===== config.mk =====
export PLATFORM = sky130hd
export DESIGN_NAME = csa_pipe_adder
export DESIGN_NICKNAME = d
export VERILOG_FILES = /design/src/rtl/csa_pkg.sv /design/src/rtl/csa_block.sv /design/src/rtl/csa_pipe_adder.sv
export SDC_FILE = /design/constraint.sdc
export NUM_CORES = 1
export LEC_CHECK = 0
export BUFFER_PORTS_ARGS = -buffer_cell sky130_fd_sc_hd__clkbuf_2
export CORE_ASPECT_RATIO = 1.75
export CORE_MARGIN = 1
export CORE_UTILIZATION = 45
export CTS_CLUSTER_SIZE = 25
export DETAILED_ROUTE_END_ITERATION = 6
export PLACE_DENSITY = 0.76
export RECOVER_POWER = 50
export SLEW_MARGIN = 20
export SYNTH_ARGS = -nofsm -noshare
export SYNTH_HDL_FRONTEND = slang
export SYNTH_SLANG_ARGS = --single-unit

===== constraint.sdc =====
create_clock -name i_clk -period 3.1 [get_ports i_clk]
set_input_delay 0.465 -clock i_clk [delete_from_list [all_inputs] [get_ports i_clk]]
set_output_delay 0.465 -clock i_clk [all_outputs]
set_load 0.01 [all_outputs]

===== src/rtl/csa_pkg.sv =====
// Shared definitions for the pipelined carry-select adder.
//   DEF_WIDTH / DEF_BLK : default operand width and carry-select block width
//   calc_nblk()         : number of carry-select blocks, i.e. pipeline stages
package csa_pkg;

    localparam int unsigned DEF_WIDTH = 16;
    localparam int unsigned DEF_BLK   = 4;

    // WIDTH is required to be an exact multiple of BLK.
    function automatic int unsigned calc_nblk(input int unsigned width,
                                              input int unsigned blk);
        return width / blk;
    endfunction

endpackage


===== src/rtl/csa_block.sv =====
// One carry-select slice: ripples the block twice (carry-in 0 and 1) and
// picks the pair of results with the real incoming carry.
//   i_a, i_b : BLK-bit operand slices
//   i_cin    : incoming carry that selects between the two precomputed sums
//   o_sum    : selected BLK-bit sum
//   o_cout   : selected carry out of the block MSB
//   o_c_msb  : selected carry into the block MSB (used for signed overflow)
module csa_block
    import csa_pkg::*;
#(
    parameter int unsigned BLK = DEF_BLK
) (
    input  logic [BLK-1:0] i_a,
    input  logic [BLK-1:0] i_b,
    input  logic           i_cin,
    output logic [BLK-1:0] o_sum,
    output logic           o_cout,
    output logic           o_c_msb
);

    logic [BLK:0]   w_c0;
    logic [BLK:0]   w_c1;
    logic [BLK-1:0] w_s0;
    logic [BLK-1:0] w_s1;

    // Two independent ripple chains, one per assumed carry-in.
    always_comb begin
        w_c0 = '0;
        w_c1 = '0;
        w_s0 = '0;
        w_s1 = '0;
        w_c0[0] = 1'b0;
        w_c1[0] = 1'b1;
        for (int i = 0; i < int'(BLK); i++) begin
            w_s0[i]   = i_a[i] ^ i_b[i] ^ w_c0[i];
            w_c0[i+1] = (i_a[i] & i_b[i]) | (w_c0[i] & (i_a[i] ^ i_b[i]));
            w_s1[i]   = i_a[i] ^ i_b[i] ^ w_c1[i];
            w_c1[i+1] = (i_a[i] & i_b[i]) | (w_c1[i] & (i_a[i] ^ i_b[i]));
        end
    end

    // Late-arriving carry only drives the select muxes.
    assign o_sum   = i_cin ? w_s1 : w_s0;
    assign o_cout  = i_cin ? w_c1[BLK] : w_c0[BLK];
    assign o_c_msb = i_cin ? w_c1[BLK-1] : w_c0[BLK-1];

endmodule


===== src/rtl/csa_pipe_adder.sv =====
// Pipelined carry-select adder/subtractor with valid/ready handshakes.
// One carry-select block is resolved per stage, so a result appears NBLK
// cycles after accept; a single global enable stalls the whole pipe.
//   i_clk, i_rst_n            : clock, async active-low reset
//   i_valid / o_ready         : operand handshake
//   i_add_term1, i_add_term2  : operands A and B
//   i_cin, i_sub              : carry-in (add only), subtract select
//   o_valid / i_ready         : result handshake
//   sum, cout, o_ovf          : registered result, carry out, signed overflow
module csa_pipe_adder
    import csa_pkg::*;
#(
    parameter int unsigned WIDTH = DEF_WIDTH,
    parameter int unsigned BLK   = DEF_BLK
) (
    input  logic             i_clk,
    input  logic             i_rst_n,
    input  logic             i_valid,
    output logic             o_ready,
    input  logic [WIDTH-1:0] i_add_term1,
    input  logic [WIDTH-1:0] i_add_term2,
    input  logic             i_cin,
    input  logic             i_sub,
    output logic             o_valid,
    input  logic             i_ready,
    output logic [WIDTH-1:0] sum,
    output logic             cout,
    output logic             o_ovf
);

    localparam int unsigned NBLK = calc_nblk(WIDTH, BLK);

    // Per-stage state: operands (upper bits still pending), partial sum,
    // block carry out and valid.
    logic [WIDTH-1:0] r_a   [NBLK];
    logic [WIDTH-1:0] r_b   [NBLK];
    logic [WIDTH-1:0] r_sum [NBLK];
    logic             r_c   [NBLK];
    logic             r_v   [NBLK];
    logic             r_ovf;

    logic [BLK-1:0]   w_blk_a    [NBLK];
    logic [BLK-1:0]   w_blk_b    [NBLK];
    logic [BLK-1:0]   w_blk_sum  [NBLK];
    logic             w_blk_cin  [NBLK];
    logic             w_blk_cout [NBLK];
    logic             w_blk_cmsb [NBLK];

    logic             w_adv;
    logic [WIDTH-1:0] w_b_eff;
    logic             w_cin_eff;

    // Subtraction is A + ~B + 1; i_cin is ignored then.
    assign w_b_eff   = i_sub ? ~i_add_term2 : i_add_term2;
    assign w_cin_eff = i_sub | i_cin;

    // Stall only when a finished result is waiting on downstream.
    assign w_adv   = ~r_v[NBLK-1] | i_ready;
    assign o_ready = w_adv;

    genvar g;
    generate
        for (g = 0; g < int'(NBLK); g++) begin : g_stage
            if (g == 0) begin : g_first
                assign w_blk_a[g]   = i_add_term1[BLK-1:0];
                assign w_blk_b[g]   = w_b_eff[BLK-1:0];
                assign w_blk_cin[g] = w_cin_eff;
            end else begin : g_rest
                assign w_blk_a[g]   = r_a[g-1][g*BLK +: BLK];
                assign w_blk_b[g]   = r_b[g-1][g*BLK +: BLK];
                assign w_blk_cin[g] = r_c[g-1];
            end

            csa_block #(
                .BLK (BLK)
            ) u_blk (
                .i_a     (w_blk_a[g]),
                .i_b     (w_blk_b[g]),
                .i_cin   (w_blk_cin[g]),
                .o_sum   (w_blk_sum[g]),
                .o_cout  (w_blk_cout[g]),
                .o_c_msb (w_blk_cmsb[g])
            );
        end
    endgenerate

    // Pipeline registers; everything moves together on w_adv.
    always_ff @(posedge i_clk or negedge i_rst_n) begin
        if (!i_rst_n) begin
            for (int s = 0; s < int'(NBLK); s++) begin
                r_a[s]   <= '0;
                r_b[s]   <= '0;
                r_sum[s] <= '0;
                r_c[s]   <= 1'b0;
                r_v[s]   <= 1'b0;
            end
            r_ovf <= 1'b0;
        end else if (w_adv) begin
            r_a[0]   <= i_add_term1;
            r_b[0]   <= w_b_eff;
            r_sum[0] <= WIDTH'(w_blk_sum[0]);
            r_c[0]   <= w_blk_cout[0];
            r_v[0]   <= i_valid;
            for (int s = 1; s < int'(NBLK); s++) begin
                r_a[s]                 <= r_a[s-1];
                r_b[s]                 <= r_b[s-1];
                r_sum[s]               <= r_sum[s-1];
                r_sum[s][s*BLK +: BLK] <= w_blk_sum[s];
                r_c[s]                 <= w_blk_cout[s];
                r_v[s]                 <= r_v[s-1];
            end
            r_ovf <= w_blk_cmsb[NBLK-1] ^ w_blk_cout[NBLK-1];
        end
    end

    assign o_valid = r_v[NBLK-1];
    assign sum     = r_sum[NBLK-1];
    assign cout    = r_c[NBLK-1];
    assign o_ovf   = r_ovf;

endmodule


# Yosys cells after proc, flatten, opt, wreduce, memory -nomap -nowiden
# Index checks and enable logic that the tools add are counted.
[word_totals]
ff_bits = 145
latchBits = 0
ram_bits = 0
mem_bits_ro = 0
inputBits = 38
out_inout_bits = 20
memories = 0
[classes]
add_sub_neg = 0
n_mul = 0
n_div = 0
order_cmp = 0
eq_ne = 0
shift = 0
mux = 10
bitwise_logic = 117
reduce_logical = 0
[op_table]
columns = ["operator", "n"]
rows = [
  ["bitwise XOR 1 bit", 41],
  ["AND 1 bit", 40],
  ["bitwise OR 1 bit", 30],
  ["2-to-1 mux 16 bit", 1],
  ["2-to-1 mux 4 bit", 4],
  ["inverter 16 bit", 1],
  ["2-to-1 mux 1 bit", 5],
  ["inverter 1 bit", 5],
]

# Depth between registers and ports, before layout
# Gate-level depths: netlist of the first run.
[depth]
depth_word = 11
mapped_depth = 12
depth_no_buf = 11

# Hierarchy
# A second synthesis of the first run with hierarchy kept.
[unflattened]
hier_cells = 302
hier_area_um2 = 4499.3
[by_module_without_submodules]
columns = ["module", "instances", "cells_each", "area_each_um2", "seq_area_each_um2"]
rows = [
  ["csa_pipe_adder", 1, 242, 3963.8, 2427.3],
  ["csa_block", 4, 15, 133.9, 0.0],
]

# Worst setup path after synthesis of the first run
# No wires, ideal clock.
[synth_path]
kind = "input port to flip-flop"
from = "in i_sub"
to = "reg r_sum[51] (netlist name)"
setup_ns = 0.125
arrival_ns = 2.544
t_required_ns = 2.975
setup_slack_ns = 0.432
cell_stages = 12
cell_sequence = "buf_2 > xor2_1 > inv_1 > ha_1 > o21ai_0 > o31a_1 > fa_1 > inv_1 > fa_1 > inv_1 > fa_1 > mux2_2"
[synth_via]
elab_chain_cells = 9
[synth_lines]
columns = ["item", "line_no", "source"]
rows = [
  ["start, declared", "csa_pipe_adder.sv:23", "input logic i_sub,"],
  ["2-to-1 mux 16 bit", "csa_pipe_adder.sv:54", "assign w_b_eff = i_sub ? ~i_add_term2 : i_add_term2;"],
  ["AND 1 bit or bitwise XOR 1 bit (tied branches)", "n/a", ""],
  ["bitwise OR 1 bit", "csa_block.sv:38", "w_c1[i+1] = (i_a[i] & i_b[i]) | (w_c1[i] & (i_a[i] ^ i_b[i]));"],
  ["AND 1 bit", "csa_block.sv:38", ""],
  ["bitwise OR 1 bit", "csa_block.sv:38", ""],
  ["AND 1 bit", "csa_block.sv:38", ""],
  ["bitwise OR 1 bit", "csa_block.sv:38", ""],
  ["bitwise XOR 1 bit", "csa_block.sv:37", "w_s1[i] = i_a[i] ^ i_b[i] ^ w_c1[i];"],
  ["2-to-1 mux 4 bit *", "csa_block.sv:43", "assign o_sum = i_cin ? w_s1 : w_s0;"],
  ["via g_stage[0].u_blk.o_sum[3]", "csa_block.sv:16", "output logic [BLK-1:0] o_sum,"],
  ["end signal, assigned by index", "csa_pipe_adder.sv:107", "r_sum[s] <= r_sum[s-1];"],
  ["end signal, assigned by index", "csa_pipe_adder.sv:108", "r_sum[s][s*BLK +: BLK] <= w_blk_sum[s];"],
  ["end, declared", "csa_pipe_adder.sv:37", "logic [WIDTH-1:0] r_sum [NBLK];"],
]
# The timed path passes the listed nets; every way through them passes the cells marked *.
# A chain may end at the register's enable or synchronous reset.

# Worst setup path after layout of the first run
[layout_path]
from = "reg r_b[28] (netlist name)"
to = "reg r_ovf, in the netlist o_ovf"
[layout_via]
elab_chain_cells = 10
[layout_lines]
columns = ["item", "line_no", "source"]
rows = [
  ["start, declared", "csa_pipe_adder.sv:36", "logic [WIDTH-1:0] r_b [NBLK];"],
  ["start signal, assigned by index", "csa_pipe_adder.sv:106", "r_b[s] <= r_b[s-1];"],
  ["AND 1 bit or bitwise XOR 1 bit (tied branches)", "n/a", ""],
  ["bitwise OR 1 bit", "csa_block.sv:38", ""],
  ["AND 1 bit", "csa_block.sv:38", ""],
  ["bitwise OR 1 bit", "csa_block.sv:38", ""],
  ["AND 1 bit", "csa_block.sv:38", ""],
  ["bitwise OR 1 bit", "csa_block.sv:38", ""],
  ["AND 1 bit", "csa_block.sv:38", ""],
  ["bitwise OR 1 bit", "csa_block.sv:38", ""],
  ["2-to-1 mux 1 bit", "csa_block.sv:44", "assign o_cout = i_cin ? w_c1[BLK] : w_c0[BLK];"],
  ["bitwise XOR 1 bit *", "csa_pipe_adder.sv:112", "r_ovf <= w_blk_cmsb[NBLK-1] ^ w_blk_cout[NBLK-1];"],
  ["end signal, assigned", "csa_pipe_adder.sv:112", ""],
  ["end, declared", "csa_pipe_adder.sv:40", "logic r_ovf;"],
]
# Mark *: on every way between the ends. The rest lies on a longest branch, timed or not.

==> results of run 1 <==
## critical path: cells and delay by family (launching register included)
kind / cells / cell delay [ps]
xor+xnor: 1 / 140
buf+inv: 3 / 220
compound gates: 1 / 120
fa+ha+maj: 4 / 1280
flops: 1 / 380
mux: 1 / 260
simple gates: 1 / 60
## per-layer routing
layer  up-vias  wire [um]  track usage (%)
met4         0        118             6.29
met2        41       3530             24.7
met5         -          0                0
li1       1090          -                -
met3         8        219             3.36
met1      1166       3060             19.5
## area by class of cell
cell class | count | area [sq um]
timing repair buffer | 61 | 327
multi-input combinational | 157 | 1710
tap | 122 | 153
clock inverter | 7 | 95.1
sequential | 97 | 2430
inverter | 23 | 86.3
clock buffer | 9 | 225
fill | 850 | 4510
## through the flow
step / instance area [sq um] / hold WS, ps
floorplan: 4440 / 169
global placement: 4720 / 439
detailed placement: 4720 / 456
CTS: 5040 / 118
global route: 5020 / 353
finish: 5020 / 359
## final timing paths
| kind | start | to | depth (start not counted) |
|---|---|---|---|
| worst max-delay path | r_b[28]$_DFFE_PN0P_ | o_ovf$_DFFE_PN0P_ | 11 |
| worst min register to register | r_v[1]$_DFFE_PN0P_ | o_valid$_DFFE_PN0P_ | 1 |
| max in group asynchronous | i_rst_n | sum[5]$_DFFE_PN0P_ | 1 |
| worst max register to register | r_b[28]$_DFFE_PN0P_ | o_ovf$_DFFE_PN0P_ | 11 |
| min in group asynchronous | i_rst_n | r_a[47]$_DFFE_PN0P_ | 1 |
| worst min-delay path | i_add_term1[13] | r_a[61]$_DFFE_PN0P_ | 2 |
## flip-flops by register name, indices dropped and copies added, names as in the netlist
name     cells
r_sum       24
cout         1
o_valid      1
r_b         24
o_ovf        1
r_c          3
sum         16
r_a         24
r_v          3
## Yosys cell counts
master	n	area share (%)
dfrtp_1	97	55
mux2_2	78	20
inv_1	23	1.9
buf_4	16	2.7
xor2_1	16	3.2
fa_1	12	5.4
a21oi_1	10	1.1
buf_2	10	1.1
ha_1	8	2.3
nor3b_1	8	1.4
mux2_4	7	2.4
buf_6	4	1.0
xnor2_1	4	0.79
o21ai_0	3	0.34
mux2i_1	2	0.45
nor2_1	2	0.17
a31o_2	1	0.20
and3b_1	1	0.20
nand2_1	1	0.085
nand2b_1	1	0.14
nand2b_4	1	0.31
o31a_1	1	0.20
or3_1	1	0.14
## report_power, final
part,internal [mW],total [mW],switching [mW]
Combinational,0.939,1.64,0.697
Sequential,1.84,2.18,0.341
Clock,0.706,1.16,0.453
Total,3.49,4.98,1.49
## cell families (layout without fill, tap and decap cells)
kind of cell	Yosys count	in the layout	synth area share (%)
and+or+nand+nor	15	15	2.40
adders and majority gates	20	20	7.67
DFF	97	97	54.7
xor gates and xnor gates	20	20	3.95
AOI/OAI and AO/OA	15	15	1.86
muxes	87	87	22.6
buffers and inverters	53	100	6.80
==> flow_summary.json, run 1 <==
{
  "run_status": "finished, violations left",
  "insertion_delay_ps": 330,
  "htreeDepth": 3,
  "power_mw": 4.98,
  "track_usage_pct": 15.1,
  "clock-sinks": 97,
  "post_cts_buffers": 0,
  "slew_violations": 41,
  "die_w_um": 77.1,
  "ant_nets": 0,
  "numPortBuffers": 57,
  "dpl.cell_count": 460,
  "yosys_warnings": 0,
  "dp_hpwl_um": 4950,
  "num_rows": 47,
  "hold_violations": 0,
  "power_density_nw_per_um2": 991,
  "wl_per_cell_um": 14.6,
  "grt_max_degree": 58,
  "syn_area_per_cell_sq_um": 14.5,
  "final_cell_mix": "97 x dfrtp_1, 78 x mux2_2, 46 x clkbuf_2",
  "fin_util_pct": 52.7,
  "dr.pass1.iters": 4,
  "path_clk_slew_ps": 60,
  "area.growth.synth_to_final_pct": 13.2,
  "failed_checks": "capacitance limit, slew limit",
  "drv_cap": 1,
  "end_kind": "flip-flop",
  "viasPerCell": 4.84,
  "diodes": 0,
  "cts_tree": "yes",
  "fin_setup_tns_ps": 0,
  "worstPathArrival_ps": 2780,
  "cp_max_fo": 3,
  "slowest_stage": "fa_1",
  "core_area_sq_um": 9530,
  "startpoint_type": "flip-flop",
  "drt-total-wl_um": 6930,
  "hold_buffers": 0,
  "skew_ps": 5.74,
  "grt_antenna_before_repair": 0,
  "synth_fp_nets": 365,
  "final_cells": 476,
  "min_period_over_period_pct": 82.6,
  "cpPeakStageDelay_ps": 450,
  "reg2reg_slack_ps": 540,
  "pre_cts_slack_ps": 250,
  "cts_root_buf": "clkbuf_16",
  "fp.dieH_um": 133,
  "rsz0062_at_grt": "no",
  "syn_area_sq_um": 4440,
  "criticalPathCategory": "reg -> reg",
  "setup_ws_ps": 539,
  "path_cells": "inv_1 -> ha_1 -> nand2_1 -> o21ai_0 -> fa_1 -> inv_1 -> fa_1 -> inv_1 -> fa_1 -> xnor2_1 -> mux2_2",
  "worstHoldPathType": "in -> reg",
  "drt_drc_violations_left": 0,
  "grt_pass1_vias": 2456,
  "via_count": 2305,
  "synth_cell_type_count": 23,
  "fin_crit_ps": 2560,
  "num_io_pins": 58,
  "ir_drop_v": 0.000495,
  "nets": 407,
  "required_ps": 3320,
  "ys_ff_latch": 97,
  "cts_max_path_buffers": 2,
  "overflow": 0,
  "die_area_sq_um": 10300,
  "synth_cells": 307,
  "leakagePower_nw": 2.31,
  "drive_above_1_share_pct": 43.2,
  "final_common_cell": "dfrtp_1",
  "synth-seq-area-share_pct": 54.7,
  "place.gp.congestion": 0.727,
  "setup_viol": 0,
  "slew_headroom_pct": -45.0,
  "ctsResizeCount": 0,
  "worst_pin_slew_ps": 2180,
  "fmax_mhz": 390,
  "first_iter_violations": 153,
  "grt_pass1_wl_um": 11900,
  "numCtsBuffers": 9,
  "start_util_pct": 46.6
}
No activity file was read; power rests on OpenSTA's default activity.
==> run 2, diff against run 1 <==
--- a/config.mk
+++ b/config.mk
@@ -11,7 +11,7 @@
 export CORE_UTILIZATION = 45
 export CTS_CLUSTER_SIZE = 25
 export DETAILED_ROUTE_END_ITERATION = 6
-export PLACE_DENSITY = 0.76
+export PLACE_DENSITY = 0.78
 export RECOVER_POWER = 50
 export SLEW_MARGIN = 20
 export SYNTH_ARGS = -nofsm -noshare
==> constraint.sdc (replaced) <==
create_clock -name i_clk -period 2.2 [get_ports i_clk]
set_input_delay 0.33 -clock i_clk [delete_from_list [all_inputs] [get_ports i_clk]]
set_output_delay 0.33 -clock i_clk [all_outputs]
set_load 0.01 [all_outputs]
==> run 2 against run 1 <==
Net effect: the flow finishes with violations (setup timing); global-route usage up 1.4 points; cell area up 4.0%; combinational power up 62%; cell count up 2.9%; setup slack worse by 590 ps; fmax up 14%; critical endpoint unchanged; largest power group unchanged.
==> flow_summary.json, run 2 (synthesis gave the netlist of run 1 again) <==
{
  "viasPerCell": 4.85,
  "crit_path_frequent_cell": "fa_2",
  "ir_drop_v": 0.000707,
  "failed_checks": "setup timing",
  "die_area_sq_um": 10300,
  "reg_top3": "r_a: 24 flops, r_b: 24 flops, r_sum: 24 flops",
  "final_common_cell": "dfrtp_1",
  "fin_util_pct": 54.8,
  "overflow": 0,
  "fillers": 803,
  "worst-r2r-cell-count": 11,
  "track_usage_pct": 16.5,
  "drt_drc_violations_left": 0,
  "ant_nets": 0,
  "drt-total-wl_um": 7400,
  "reg2reg_slack_ps": -50,
  "fmax_mhz": 444,
  "design_area_sq_um": 5220,
  "leakagePower_nw": 2.38,
  "num_rows": 47,
  "grt_pass1_vias": 2627,
  "grt_pass1_wl_um": 12700,
  "worst_pin_slew_ps": 1260,
  "skew_ps": 5.62,
  "criticalPathCategory": "reg -> reg",
  "r2r-start": "r_a[28]$_DFFE_PN0P_",
  "start_util_pct": 46.6,
  "grt_antenna_before_repair": 0,
  "holdPathStages": 2,
  "pre_cts_slack_ps": -315,
  "place.gp.congestion": 0.770,
  "slowest_stage": "dfrtp_1",
  "r2r_end": "o_ovf$_DFFE_PN0P_",
  "path_clk_slew_ps": 70,
  "diodes": 0,
  "cpPeakStageDelay_ps": 370,
  "worstHoldPathType": "in -> reg",
  "first_iter_violations": 127,
  "worstPathArrival_ps": 2490,
  "critPathLaunch": "r_a[28]$_DFFE_PN0P_",
  "end_kind": "flip-flop",
  "final_cells": 490,
  "min_period_over_period_pct": 102,
  "cts_root_buf": "clkbuf_16",
  "run_status": "finished, violations left",
  "via_count": 2375,
  "die_w_um": 77.1,
  "htreeDepth": 3,
  "hold_violations": 0,
  "setup_ws_ps": -54.4,
  "core_area_sq_um": 9530,
  "num_io_pins": 58,
  "numPortBuffers": 57,
  "setup_viol": 1,
  "drv_cap": 0,
  "required_ps": 2430,
  "dp_hpwl_um": 5190,
  "wl_per_cell_um": 15.1,
  "numCtsBuffers": 9,
  "insertion_delay_ps": 340,
  "startpoint_type": "flip-flop",
  "cp_max_fo": 3,
  "cts_max_path_buffers": 2,
  "power_density_nw_per_um2": 1430,
  "dpl.cell_count": 469,
  "slew_headroom_pct": 16.1,
  "clock-sinks": 97,
  "rsz0062_at_grt": "yes",
  "area.growth.synth_to_final_pct": 17.7,
  "regArea_sq_um": 2430,
  "slew_violations": 0,
  "drive_above_1_share_pct": 52.7,
  "multi_input_area_sq_um": 1770,
  "dr.pass1.iters": 4,
  "nets": 421,
  "place_area_sq_um": 4830,
  "path_cells": "inv_1 -> ha_1 -> nand2_1 -> o21ai_2 -> fa_2 -> inv_2 -> fa_2 -> inv_2 -> fa_2 -> xnor2_1 -> mux2_2",
  "final_cell_mix": "97 x dfrtp_1, 78 x mux2_2, 51 x clkbuf_2",
  "grt_max_degree": 53,
  "cts_tree": "yes",
  "fp.dieH_um": 133,
  "endpoint": "o_ovf$_DFFE_PN0P_",
  "fin_crit_ps": 2250
}
-- run 2: how the worst min path moves through the flow --
stage	from	end	slack, ps
global route	i_add_term1[13]	r_a[61]$_DFFE_PN0P_	210
CTS	i_rst_n	r_sum[17]$_DFFE_PN0P_	30
floorplan	i_rst_n	cout$_DFFE_PN0P_	30
detailed placement	i_rst_n	r_sum[20]$_DFFE_PN0P_	400
global placement	i_rst_n	r_sum[20]$_DFFE_PN0P_	400
finish	i_add_term1[15]	r_a[63]$_DFFE_PN0P_	220
-- run 2: stage by stage --
stage               hold WS [ps]  total power [mW]  TNS, ps
global placement             399              5.47     -524
finish                       219              7.45    -54.4
detailed placement           405              5.63     -764
global route                 213              7.97     -223
CTS                         28.5              7.50    -38.4
floorplan                   34.4              5.03     -273
-- run 2: report_power, final --
part	total (mW)	internal [mW]	switching, mW
Combinational	2.65	1.54	1.11
Clock	1.74	1.09	0.648
Sequential	3.06	2.60	0.464
-- run 2: what timing repair did --
item | 4_1_cts | 5_1_grt
pin swaps | 3 | 8
setup endpoints to repair | 3 | 5
resized for setup | 6 | 10
setup buffers | 5 | 0
hold buffers | 0 | 0
endpoints found under the hold margin | 0 | 0
-- run 2: final cells by class --
cell class,count,share of cell area (%)
repair buffers,75,8.49
clock buffers,12,5.11
well taps,122,2.92
clock inverters,4,1.41
flip-flops and latches,97,46.5
multi-input cells,157,33.9
inverters,23,1.65
-- run 2: worst max-delay path, delay by kind of cell (launching register included) --
family                   cells  cell delay (ps)
XOR/XNOR                     1              140
flip-flops                   1              370
AO/OA/AOI/OAI                1               60
AND/OR/NAND/NOR              1               80
multiplexers                 1              260
buffers and inverters        3              170
adder cells (fa/ha/maj)      4             1070
-- run 2: metal layers --
metal  part of all wire [%]  track usage (%)
met4                    2.6             7.86
met2                     52             27.4
met3                    3.2             4.93
met1                     42             19.5
met5                      0                0
